===== config.mk =====
export PLATFORM = sky130hd
export DESIGN_NAME = mem_port_arbiter
export DESIGN_NICKNAME = d
export VERILOG_FILES = /design/src/rtl/mem_port_arbiter.sv
export SDC_FILE = /design/constraint.sdc
export NUM_CORES = 1
export LEC_CHECK = 0
export BUFFER_PORTS_ARGS = -buffer_cell sky130_fd_sc_hd__buf_2
export CAP_MARGIN = 20
export CORE_ASPECT_RATIO = 0.5
export CORE_UTILIZATION = 35
export CTS_CLUSTER_SIZE = 28
export DETAILED_ROUTE_END_ITERATION = 6
export PLACE_DENSITY = 0.62
export RECOVER_POWER = 25
export SYNTH_ARGS = -nofsm -noshare
export SYNTH_HDL_FRONTEND = slang
export SYNTH_SLANG_ARGS = --single-unit

===== constraint.sdc =====
create_clock -name clk -period 2.45 [get_ports clk]
set_clock_uncertainty 0.1 [all_clocks]
set_input_delay 0.3675 -clock clk [delete_from_list [all_inputs] [get_ports clk]]
set_output_delay 0.3675 -clock clk [all_outputs]
set_load 0.01 [all_outputs]

===== src/rtl/mem_port_arbiter.sv =====
`default_nettype none
// ============================================================================
// Module      : mem_port_arbiter
// Description : Shares one req/ack memory port between instruction fetch (F)
//               and data access (M), with fetch cancel and a one-entry
//               instruction buffer for a held F stage.
// Revision    : 1.0 - initial release
// ============================================================================
module mem_port_arbiter #(
  parameter int ADDR_W = 32,
  parameter int DATA_W = 32
) (
  input  logic              clk,
  input  logic              reset_n,
  input  logic              InstrReqF,
  input  logic [ADDR_W-1:0] PCF,
  input  logic              HoldF,
  input  logic              FetchCancel,
  input  logic              DataReqM,
  input  logic              MemWriteM,
  input  logic [ADDR_W-1:0] ALUResultM,
  input  logic [DATA_W-1:0] WriteDataM,
  output logic              BusReq,
  output logic              BusWe,
  output logic [ADDR_W-1:0] BusAddr,
  output logic [DATA_W-1:0] BusWData,
  input  logic              BusAck,
  input  logic [DATA_W-1:0] BusRData,
  output logic [DATA_W-1:0] InstrF,
  output logic              InstrValidF,
  output logic [DATA_W-1:0] ReadDataM,
  output logic              StallFetch,
  output logic              StallMem
);

  typedef enum logic [1:0] {
    ST_IDLE  = 2'd0,
    ST_FETCH = 2'd1,
    ST_DATA  = 2'd2
  } state_t;

  state_t              r_state;
  logic                r_bus_req;
  logic                r_bus_we;
  logic [ADDR_W-1:0]   r_bus_addr;
  logic [DATA_W-1:0]   r_bus_wdata;
  logic                r_cancel_q;
  logic [DATA_W-1:0]   r_ibuf;
  logic                r_ibuf_valid;

  logic w_fetch_ack;
  logic w_data_ack;
  logic w_fetch_good;
  logic w_deliver;

  assign w_fetch_ack  = (r_state == ST_FETCH) & BusAck;
  assign w_data_ack   = (r_state == ST_DATA) & BusAck;
  assign w_fetch_good = ~r_cancel_q & ~FetchCancel;
  assign w_deliver    = w_fetch_ack & w_fetch_good & ~HoldF;

  assign BusReq      = r_bus_req;
  assign BusWe       = r_bus_we;
  assign BusAddr     = r_bus_addr;
  assign BusWData    = r_bus_wdata;
  assign ReadDataM   = BusRData;
  // A buffered instruction always takes precedence; no fetch runs while it is held.
  assign InstrF      = r_ibuf_valid ? r_ibuf : BusRData;
  assign InstrValidF = ~FetchCancel & (r_ibuf_valid | w_deliver);
  assign StallFetch  = InstrReqF & ~InstrValidF;
  assign StallMem    = DataReqM & ~w_data_ack;

  always_ff @(posedge clk or negedge reset_n) begin
    if (!reset_n) begin
      r_state      <= ST_IDLE;
      r_bus_req    <= 1'b0;
      r_bus_we     <= 1'b0;
      r_bus_addr   <= '0;
      r_bus_wdata  <= '0;
      r_cancel_q   <= 1'b0;
      r_ibuf       <= '0;
      r_ibuf_valid <= 1'b0;
    end else begin
      case (r_state)
        ST_IDLE: begin
          r_cancel_q <= 1'b0;
          // M stage wins outright: a pending data access freezes the whole pipe.
          if (DataReqM) begin
            r_state     <= ST_DATA;
            r_bus_req   <= 1'b1;
            r_bus_addr  <= ALUResultM;
            r_bus_wdata <= WriteDataM;
            r_bus_we    <= MemWriteM;
          end else if (InstrReqF & ~r_ibuf_valid & ~FetchCancel) begin
            r_state    <= ST_FETCH;
            r_bus_req  <= 1'b1;
            r_bus_addr <= PCF;
            r_bus_we   <= 1'b0;
          end
        end
        ST_FETCH: begin
          if (FetchCancel) begin
            r_cancel_q <= 1'b1;
          end
          if (BusAck) begin
            r_state    <= ST_IDLE;
            r_bus_req  <= 1'b0;
            r_cancel_q <= 1'b0;
          end
        end
        ST_DATA: begin
          if (BusAck) begin
            r_state   <= ST_IDLE;
            r_bus_req <= 1'b0;
          end
        end
        default: begin
          r_state   <= ST_IDLE;
          r_bus_req <= 1'b0;
        end
      endcase

      if (w_fetch_ack & w_fetch_good & HoldF) begin
        r_ibuf       <= BusRData;
        r_ibuf_valid <= 1'b1;
      end else if (r_ibuf_valid & (~HoldF | FetchCancel)) begin
        r_ibuf_valid <= 1'b0;
      end
    end
  end

endmodule
`default_nettype wire


Word-level counts from Yosys, hierarchy flattened
Index checks and enable logic that the tools add are counted.
{"block": "op_classes", "bitwise": 20, "reduce_logical": 9, "eq_ne": 5, "n_mux": 18}
{"op": "32-bit 2-to-1 mux", "n": 3}
{"op": "1-bit bitwise AND", "n": 12}
{"op": "1-bit 2-to-1 mux", "n": 9}
{"op": "2-bit AND reduction", "n": 4}
{"op": "2-bit 2-to-1 mux", "n": 3}
{"op": "3-bit != test, second input constant", "n": 2}
{"op": "1-bit NOT", "n": 6}
{"op": "2-bit nonzero test", "n": 3}
{"op": "1-bit one-hot mux with 2 select lines", "n": 2}
{"op": "2-bit one-hot mux with 2 select lines", "n": 1}
{"op": "2-bit by 1-bit == test with 1-bit output, second input constant", "n": 1}
{"op": "2-bit == test, second input constant", "n": 1}
{"op": "2-bit logical NOT", "n": 1}
{"op": "2-bit by 1-bit != test with 1-bit output, second input constant", "n": 1}
{"op": "1-bit OR", "n": 2}
{"op": "2-bit OR reduction", "n": 1}
{"block": "totals", "out_inout_bits": 133, "in_bits": 136, "ff_bits": 102}

Depth between registers and ports, before layout
Gate-level depths: netlist (run 1).
{"block": "logic_depth", "word_depth": 8, "ltp_mapped": 7, "depth_no_buf": 5}

Worst setup path after synthesis (run 1)
OpenSTA, ideal clock, no wires.
{"block": "synth_timing", "path_kind": "register -> register", "from": "register r_state[1]", "to": "register r_ibuf[12]", "path_stages_with_launch": 8, "arrival_time_ns": 1.484, "period_less_slack_ns": 1.709, "n_path_buf": 2, "setup_slack_ns": 0.741, "setup_time_ns": 0.125, "cell_sequence": "dfrtp_1 -> inv_1 -> ha_1 -> and3b_1 -> and3_1 -> buf_6 -> buf_6 -> mux2_2"}
{"block": "synth_between", "elab_chain_len": 4}
{"item": "start, declared", "line_no": "42", "source": "state_t r_state;"}
{"item": "start signal, assigned", "line_no": "74", "source": "r_state <= ST_IDLE;"}
{"item": "start signal, assigned", "line_no": "88", "source": "r_state <= ST_DATA;"}
{"item": "start signal, assigned", "line_no": "94", "source": "r_state <= ST_FETCH;"}
{"item": "2-bit by 1-bit == test with 1-bit output", "line_no": "56", "source": "assign w_fetch_ack = (r_state == ST_FETCH) & BusAck;"}
{"item": "1-bit bitwise AND", "line_no": "56"}
{"item": "1-bit bitwise AND (2 in a row)", "line_no": "122", "source": "if (w_fetch_ack & w_fetch_good & HoldF) begin"}
{"item": "end signal, assigned", "line_no": "123", "source": "r_ibuf <= BusRData;"}
{"item": "end, declared", "line_no": "48", "source": "logic [DATA_W-1:0] r_ibuf;"}
No other way between the ends.
A chain may end at the register's enable or synchronous reset.

Final worst setup path (run 1)
{"block": "layout_timing", "from": "register r_ibuf_valid", "to": "output InstrF[22]"}
{"block": "layout_between", "elab_chain_len": 1}
{"item": "start, declared", "line_no": "49", "source": "logic r_ibuf_valid;"}
{"item": "start signal, assigned", "line_no": "81", "source": "r_ibuf_valid <= 1'b0;"}
{"item": "start signal, assigned", "line_no": "124", "source": "r_ibuf_valid <= 1'b1;"}
{"item": "start signal, assigned", "line_no": "126", "source": "r_ibuf_valid <= 1'b0;"}
{"item": "32-bit 2-to-1 mux", "line_no": "67", "source": "assign InstrF = r_ibuf_valid ? r_ibuf : BusRData;"}
{"item": "end, declared", "line_no": "29", "source": "output logic [DATA_W-1:0] InstrF,"}
No other way between the ends.

==> impl_summary.md, run 1 <==
Clocking
CTS built an H-tree with a depth of 3. The clock-pin slew reported for the worst setup and hold paths after clock tree synthesis is 0.08 ns. The longest clock path from root to sink contains 2 buffers. The TritonCTS buffer count is 9.

Counting every sink on the clock net gives 102. At the later pin of the worst-skew pair, clock insertion delay measures 0.34 ns. The tree is rooted in a sky130_fd_sc_hd__clkbuf_16. The buffer count from post-CTS setup fixing is 0. TritonCTS built the clock tree.

Worst setup path
The element type at the critical path end is an output pin. The path depth of the worst reg2reg path is 6. Along the worst path, the maximum fanout reaches 25. For this run, the slowest stage of the critical path takes 0.46 ns. The worst setup path is launched from a flop. Walking the worst path, the cells encountered are buf_4, mux2_2, buf_2.

The highest-delay cell along the critical path is sky130_fd_sc_hd__dfrtp_1. Data on the critical path is required at its endpoint by 1.98 ns. The critical path in this run is classified as reg -> out. Data arrives at the worst endpoint at 1.70 ns.

Drt
The total routed wirelength is 11.42 mm. The detailed-route via count is 3474. The number of nets with antenna violations after detailed routing is 0. The DRC violations left is 0. The total iterations of the first detailed-routing run is 6.

The final routed wire length divided by cell count is 14.64 um. The mean number of vias per cell is 4.454. For this block, the initial DRC count from the detailed router was 87.

Floorplan
The die is 173.0 um wide. From bottom edge to top edge, the die measures 87.53 um. The initial utilization of the core area, before any placement, comes to 36.77%.

The full die area is 15150 um2. 269 I/O pins were placed. In this run the standard cell core region covers 13930 um2. The number of rows created at floorplan is 30.

STA
The final-report hold violation count is 0. Setup violations remaining at the end of the flow were counted as 0. The count of pins over their slew limit is 0. Setup repair after global routing left no endpoint under its margin.

The post-route setup TNS is 0 ns. For this run, the top clock speed supported by timing is 0.4623 GHz. The worst pin sits at a relative slew slack of 49.09%. Final hold analysis gives a worst-case slack of 0.1487 ns.

The worst path uses 88.28% of the clock period. Counting I/O delays and the setup requirement, the final critical path takes 2.163 ns. For the pin with the worst max-slew slack, the measured transition is 0.7637 ns.

Final layout
The area of combinational cells with multiple inputs is 2172 um2. The post-layout net count is 723. The growth of design area from synthesis to finish is 30.25%. Summing all flip-flop and latch instances after layout gives 2552 um2. After routing the design area is 6669 um2. The antenna cell count is 0. The filler cell count is 1303. The fraction of final layout cells with drive strength greater than 1 is 72.28%. For this run, the number of standard cells in the final layout without fillers is 780.

Logic synthesis
Synthesis handed over a netlist of 344 instances. By instance count, the leading cell after synthesis is sky130_fd_sc_hd__mux2_2. The number of storage elements in the synthesis netlist is 102. When the netlist entered floorplanning its net count stood at 483.

In this run, synthesis inferred 0 flip-flops with an integrated enable. The number of warnings printed during yosys synthesis is 0. The top cell type by area accounts for 49.85% of the synthesized area. The commonest cells after synthesis are sky130_fd_sc_hd__mux2_2, sky130_fd_sc_hd__dfrtp_1, sky130_fd_sc_hd__mux2_4, sky130_fd_sc_hd__buf_4. The top flip-flop cell by instance count after synthesis is sky130_fd_sc_hd__dfrtp_1.

The biggest area consumer among synthesized cells is sky130_fd_sc_hd__dfrtp_1. A synthesized cell averages 14.88 um2. After synthesis, the cell types taking the most area are sky130_fd_sc_hd__dfrtp_1, sky130_fd_sc_hd__mux2_2, sky130_fd_sc_hd__mux2_4. The fraction of registers with async set or reset after synthesis is 100.0%. Counting distinct cell types in the post-synthesis netlist gives 24. The portion of the post-synthesis area used by sequential elements is 49.85%. After synthesis the cells add up to 5120 um2.

Flow run
Max-cap violations in this run came to 0.

GRT
The initial antenna violation count was 0. Across every metal layer, demand over resource in global routing totals 15.16%. Entering global routing, the biggest net connects 48 pins. The global-route wire length before repair is 18.03 mm.

Global routing finished with a remaining overflow of 0. The via count of the first global-routing pass is 3507.

Pwr
VDD sags by at most 419.1 uV. The analysis attributes to cell leakage a power of 0.003333 uW. The power per unit of standard cell area is 1072 nW/um2. The overall power of the completed layout is 7147 uW.

Status
The flow ran to the end, and the final reports show no timing, DRC or antenna violations.

Placed design
The number of placed instances with taps included is 764. After detailed placement, the total cell area comes to 6435 um2. In this run the tool buffered the top-level ports with 268 buffer cells.

The HPWL after detailed placement is 8.636 mm. The congestion estimate from routability-driven global placement came to 0.7122.

Hold path
The path type of the worst min-delay path is in -> reg. The cell depth of the worst hold path is 2.
[layer usage]
layer | vias up | wire length (um) | GRT usage [%]
met3 | 20 | 477 | 3.534
met2 | 106 | 6178 | 28.15
met5 | - | 0 | 0
li1 | 1655 | - | -
met4 | 0 | 219 | 5.068
met1 | 1693 | 4547 | 17.58
[report_power, final]
part / internal (uW) / switching [uW] / total, uW
sequential: 2510 / 402 / 2910
combinational: 1650 / 1210 / 2860
clock: 704 / 668 / 1370
total: 4860 / 2280 / 7150
[logic make-up (layout without fill, tap and decap cells)]
family,count (synthesis),count (layout),synth area share (%)
AO/OA/AOI/OAI,13,13,1.833
flip-flops,102,102,49.85
adder cells (fa/ha/maj),3,3,0.7332
AND/OR/NAND/NOR,9,9,1.198
multiplexers,160,160,38.49
buffers and inverters,57,301,7.894
[worst max-delay path, delay by kind of cell (launching register included)]
| kind | cells | cell delay (ns) |
|---|---|---|
| buf+inv | 2 | 0.50 |
| flops | 1 | 0.46 |
| mux | 1 | 0.38 |
[flip-flops by register name, summed over array words and instances (netlist names)]
| signal | count |
|---|---|
| r_ibuf_valid | 1 |
| BusAddr | 32 |
| BusWe | 1 |
| BusReq | 1 |
| r_state | 2 |
| r_ibuf | 32 |
| BusWData | 32 |
| r_cancel_q | 1 |
[final timing paths]
path | from | end | slack [ns]
setup reg to reg | r_state[1]$_DFFE_PN0P_ | r_ibuf[24]$_DFFE_PN0P_ | 0.57
max in group asynchronous | reset_n | r_ibuf[18]$_DFFE_PN0P_ | 0.51
hold / removal | WriteDataM[5] | BusWData[5]$_DFFE_PN0P_ | 0.15
hold reg to reg | BusWData[21]$_DFFE_PN0P_ | BusWData[21]$_DFFE_PN0P_ | 0.40
min in group asynchronous | reset_n | BusAddr[20]$_DFFE_PN0P_ | 0.52
setup / recovery | r_ibuf_valid$_DFFE_PN0P_ | InstrF[22] | 0.29
[stage by stage]
| stage | utilization [%] | setup WS (ns) |
|---|---|---|
| floorplan | - | 0.7407 |
| global placement | 46.21 | 0.5593 |
| detailed placement | 46.21 | 0.5485 |
| CTS | 48.28 | 0.2484 |
| global route | 47.89 | 0.1834 |
| finish | 47.89 | 0.2871 |
[area by class of cell]
| type | instances | share of cell area (%) |
|---|---|---|
| clock buffers | 9 | 3.377 |
| clock inverters | 6 | 0.8068 |
| inverters | 7 | 0.3940 |
| multi-input cells | 185 | 32.57 |
| flip-flops and latches | 102 | 38.27 |
| well taps | 192 | 3.602 |
| repair buffers | 279 | 20.98 |
[cell usage in the layout (no fill, tap or decap)]
cell	count
sky130_fd_sc_hd__buf_2	235
sky130_fd_sc_hd__mux2_2	115
sky130_fd_sc_hd__dfrtp_1	102
sky130_fd_sc_hd__mux2_4	45
sky130_fd_sc_hd__clkbuf_1	32
sky130_fd_sc_hd__clkbuf_16	9
sky130_fd_sc_hd__buf_4	8
sky130_fd_sc_hd__inv_1	7
sky130_fd_sc_hd__a21oi_1	3
sky130_fd_sc_hd__ha_1	3
sky130_fd_sc_hd__inv_6	3
sky130_fd_sc_hd__nor2_1	2
sky130_fd_sc_hd__nand2_1	2
sky130_fd_sc_hd__nand2b_1	2
sky130_fd_sc_hd__o21ai_0	2
sky130_fd_sc_hd__a32o_1	2
sky130_fd_sc_hd__and3b_1	1
sky130_fd_sc_hd__a21boi_0	1
sky130_fd_sc_hd__o21a_1	1
sky130_fd_sc_hd__nor3b_4	1
sky130_fd_sc_hd__o21ai_4	1
sky130_fd_sc_hd__and3_2	1
sky130_fd_sc_hd__a22oi_1	1
sky130_fd_sc_hd__o32ai_1	1
sky130_fd_sc_hd__a31o_2	1
sky130_fd_sc_hd__clkinvlp_4	1
sky130_fd_sc_hd__inv_8	1
sky130_fd_sc_hd__clkinv_4	1
sky130_fd_sc_hd__dlygate4sd3_1	1
sky130_fd_sc_hd__clkbuf_2	1
sky130_fd_sc_hd__buf_12	1
sky130_fd_sc_hd__clkbuf_4	1
[what timing repair did]
action / in CTS / in global routing
hold endpoints to repair: 28 / 0
gates resized for setup: 0 / 0
endpoints found under the setup margin: 0 / 0
hold buffers: 1 / 0
Note: power is estimated with default switching activity, not from simulation.
==> inputs of run 2 (changes only) <==
--- a/config.mk
+++ b/config.mk
@@ -8,10 +8,11 @@
 export BUFFER_PORTS_ARGS = -buffer_cell sky130_fd_sc_hd__buf_2
 export CAP_MARGIN = 20
 export CORE_ASPECT_RATIO = 0.5
+export CORE_MARGIN = 2
 export CORE_UTILIZATION = 35
 export CTS_CLUSTER_SIZE = 28
 export DETAILED_ROUTE_END_ITERATION = 6
-export PLACE_DENSITY = 0.62
+export PLACE_DENSITY = 0.64
 export RECOVER_POWER = 25
 export SYNTH_ARGS = -nofsm -noshare
 export SYNTH_HDL_FRONTEND = slang
==> run 2 against run 1 <==
Against the previous run: register-to-register slack gained 0.02 ns; core utilization shrank 1.3 points; combinational power is essentially flat; die area grew 3.5%; worst hold slack gained 0.013 ns; global-route usage shrank 1.1 points; total power shrank 0.30%; non-clock buffer count shrank 1; cell count grew 0.77%; sequential share of layout area shrank 0.21 points; largest cell class unchanged; largest power group unchanged.
==> impl_summary.md, run 2 (same netlist as run 1, synthesis figures left out) <==
GRT
The total global routing overflow is 0 (unchanged). The via count of the first global-routing pass came to 3402 (-3.0%). The largest net degree at the start of global routing is 47 (-2.1%). The initial antenna violation count came to 0 (unchanged). The global-route wire length before repair is 17.25 mm (-4.3%).

The total global routing track utilization came to 14.08% (-1.1 points).

Floorplan
The number of rows created at floorplan is 31 (+3.3%). The die width came to 175.0 um (+1.2%). The placeable core region came to 14390 um2 (+3.3%). The height of the die is 89.53 um (+2.3%). The top-level I/O count is 269 (unchanged). The initial core utilization is 35.58% (-1.2 points).

The full die area came to 15670 um2 (+3.5%).

Worst setup path
The worst setup path is launched from a flop. The highest-delay cell along the critical path is sky130_fd_sc_hd__dfrtp_1. The largest incremental delay on the critical path is 0.37 ns (-0.09 ns). The data required time of the critical path came to 1.98 ns (about the same). Walking the worst path, the cells encountered are inv_1, ha_1, and3b_1, a21oi_1, o21a_1, buf_2. Grouping stages by cell kind, the critical path spends the most delay in flip-flops. The kind of critical path is reg -> out. The number of buffers and inverters on the critical path came to 2 (unchanged).

The arrival time of data at the critical path endpoint is 1.62 ns (-0.08 ns). The worst setup path is captured at an output pin. The highest fanout seen on the critical path is 3 (-88%).

Final layout
Leaving out fill and tap cells, the most frequent cells in the layout are sky130_fd_sc_hd__buf_2, sky130_fd_sc_hd__mux2_2, sky130_fd_sc_hd__dfrtp_1. The post-layout net count is 722 (-0.14%). The growth of design area from synthesis to finish is 30.99%. The fraction of final layout cells with drive strength greater than 1 was 70.92% (-1.4 points).

The antenna cell count is 0 (unchanged). The filler cell count came to 1367 (+4.9%). The library cell used most frequently in the layout, excluding fill and tap cells, is sky130_fd_sc_hd__buf_2. The post-route core utilization came to 46.60% (-1.3 points).

Pwr
The internal portion of total power came to 4913 uW (+1.0%). The leakage dissipation is 0.003327 uW (-0.18%). The power per unit of standard cell area is 1062 nW/um2 (-0.86%).

The clock share of power was 19.2% (about the same). The peak ir drop on the vdd network is 402.9 uV (-3.9%). The part of the power in combinational logic is 39.9% (-0.2 points).

The fraction of power spent switching nets is 31.05% (-0.91 points). The power share of the sequential group is 40.8% (about the same). The switching component of the power came to 2212 uW (-3.2%).

STA
The final setup violation count came to 0 (unchanged). The slew of the pin with the lowest slew margin is 1.216 ns (+0.4521 ns). The share of the cycle needed by the critical path after routing was 85.25% (-3.0 points). The post-route setup TNS is 0 ns (unchanged). Setup repair after global routing left no endpoint under its margin. The count of pins over their slew limit is 0 (unchanged). The worst hold slack after final layout came to 0.1613 ns (+0.01259 ns).

The worst slew slack as a fraction of its limit came to 18.95% (-30 points). The shortest period the worst path allows is 2.089 ns (-0.07416 ns). The achievable frequency is 0.4788 GHz (+3.6%). The final-report hold violation count is 0 (unchanged).

Placed design
The final weighted congestion in routability-driven placement came to 0.7349 (+3.2%). The half-perimeter wire length after placement is 8.516 mm (-1.4%). The port buffer count was 268 (unchanged).

Drt
The total routed wirelength is 11.35 mm (-0.62%). The detailed-route via count was 3469 (-0.14%). The mean number of vias per cell is 4.413 (-0.91%). The final routed wire length divided by cell count is 14.44 um (-1.4%). The DRC violations left is 0 (unchanged). The detailed router's first-iteration violation count is 101 (+16%). The number of nets with antenna violations after detailed routing is 0 (unchanged). The total iterations of the first detailed-routing run is 4 (-2).

Clocking
The deepest clock path buffer count is 2 (unchanged). The clock sink count was 102 (unchanged). The library cell used as clock root buffer is sky130_fd_sc_hd__clkbuf_16. The level count of the clock H-tree came to 3 (unchanged). The clock-pin slew reported for the worst setup and hold paths after clock tree synthesis was 0.07 ns (about the same). The clock latency on the worst-skew pair came to 0.33 ns (about the same).

The buffer count from post-CTS setup fixing came to 0 (unchanged). The TritonCTS clock tree is done. The TritonCTS buffer count came to 9 (unchanged).

Hold path
The path type of the worst min-delay path is in -> reg.

Status
The flow ran to the end, and the final reports show no timing, DRC or antenna violations.

Flow run
The number of max-cap violations came to 0 (unchanged).
## run 2: cell types whose count changed in the layout (fill, tap and decap cells not counted), sizes merged
cell,previous run,this run
clkbuf,43,53
buf,244,237
inv,11,7
clkinv,1,2
## run 2: final timing paths
kind	start	to	slack (ns)	cells past startpoint
setup / recovery	r_state[1]$_DFFE_PN0P_	StallFetch	0.36	6
hold / removal	WriteDataM[26]	BusWData[26]$_DFFE_PN0P_	0.16	2
setup reg to reg	r_state[1]$_DFFE_PN0P_	r_ibuf[22]$_DFFE_PN0P_	0.59	6
hold reg to reg	BusWe$_DFFE_PN0P_	BusWe$_DFFE_PN0P_	0.39	1
max in group asynchronous	reset_n	BusAddr[10]$_DFFE_PN0P_	0.74	3
min in group asynchronous	reset_n	BusWData[13]$_DFFE_PN0P_	0.71	2
## run 2: layer usage
layer | global-route usage (%) | vias to the layer above | wire length (um)
met4 | 3.712 | 0 | 147
met1 | 16.27 | 1713 | 4526
li1 | - | 1660 | -
met2 | 26.99 | 85 | 6253
met3 | 3.146 | 11 | 424
met5 | 0 | - | 0
## run 2: cell type report
| class | instances | area (um2) | area share, % |
|---|---|---|---|
| Clock buffer | 13 | 270.3 | 4.030 |
| Tap cell | 198 | 247.7 | 3.694 |
| Timing Repair Buffer | 278 | 1420 | 21.18 |
| Sequential cell | 102 | 2552 | 38.06 |
| Inverter | 7 | 26.28 | 0.3918 |
| Multi-Input combinational cell | 185 | 2172 | 32.39 |
| Clock inverter | 3 | 17.52 | 0.2612 |
## run 2: per-stage QoR
| step | area (um2) | std cells | worst slack, ns | total power (uW) |
|---|---|---|---|---|
| after CTS | 6758 | 786 | 0.3353 | 7257 |
| final | 6706 | 786 | 0.3613 | 7125 |
| after floorplan | 5120 | 344 | 0.7407 | 4797 |
| after global routing | 6706 | 786 | 0.2548 | 7611 |
| after detailed placement | 6460 | 769 | 0.5930 | 5835 |
| after global placement | 6460 | 769 | 0.6203 | 5769 |
## run 2: what timing repair did
action / 4_1_cts / 5_1_grt
resized for setup: 0 / 0
hold endpoints to repair: 44 / 0
hold buffers: 1 / 0
## run 2: power groups by stage
| stage | combinational [uW] | clock [uW] | sequential (uW) |
|---|---|---|---|
| 5_1_grt | 3090 | 1500 | 3030 |
| 6_report | 2840 | 1370 | 2910 |
| 3_3_place_gp | 2860 | 0 | 2910 |
| 2_1_floorplan | 1630 | 0 | 3160 |
| 3_5_place_dp | 2920 | 0 | 2920 |
| 4_1_cts | 2930 | 1420 | 2900 |
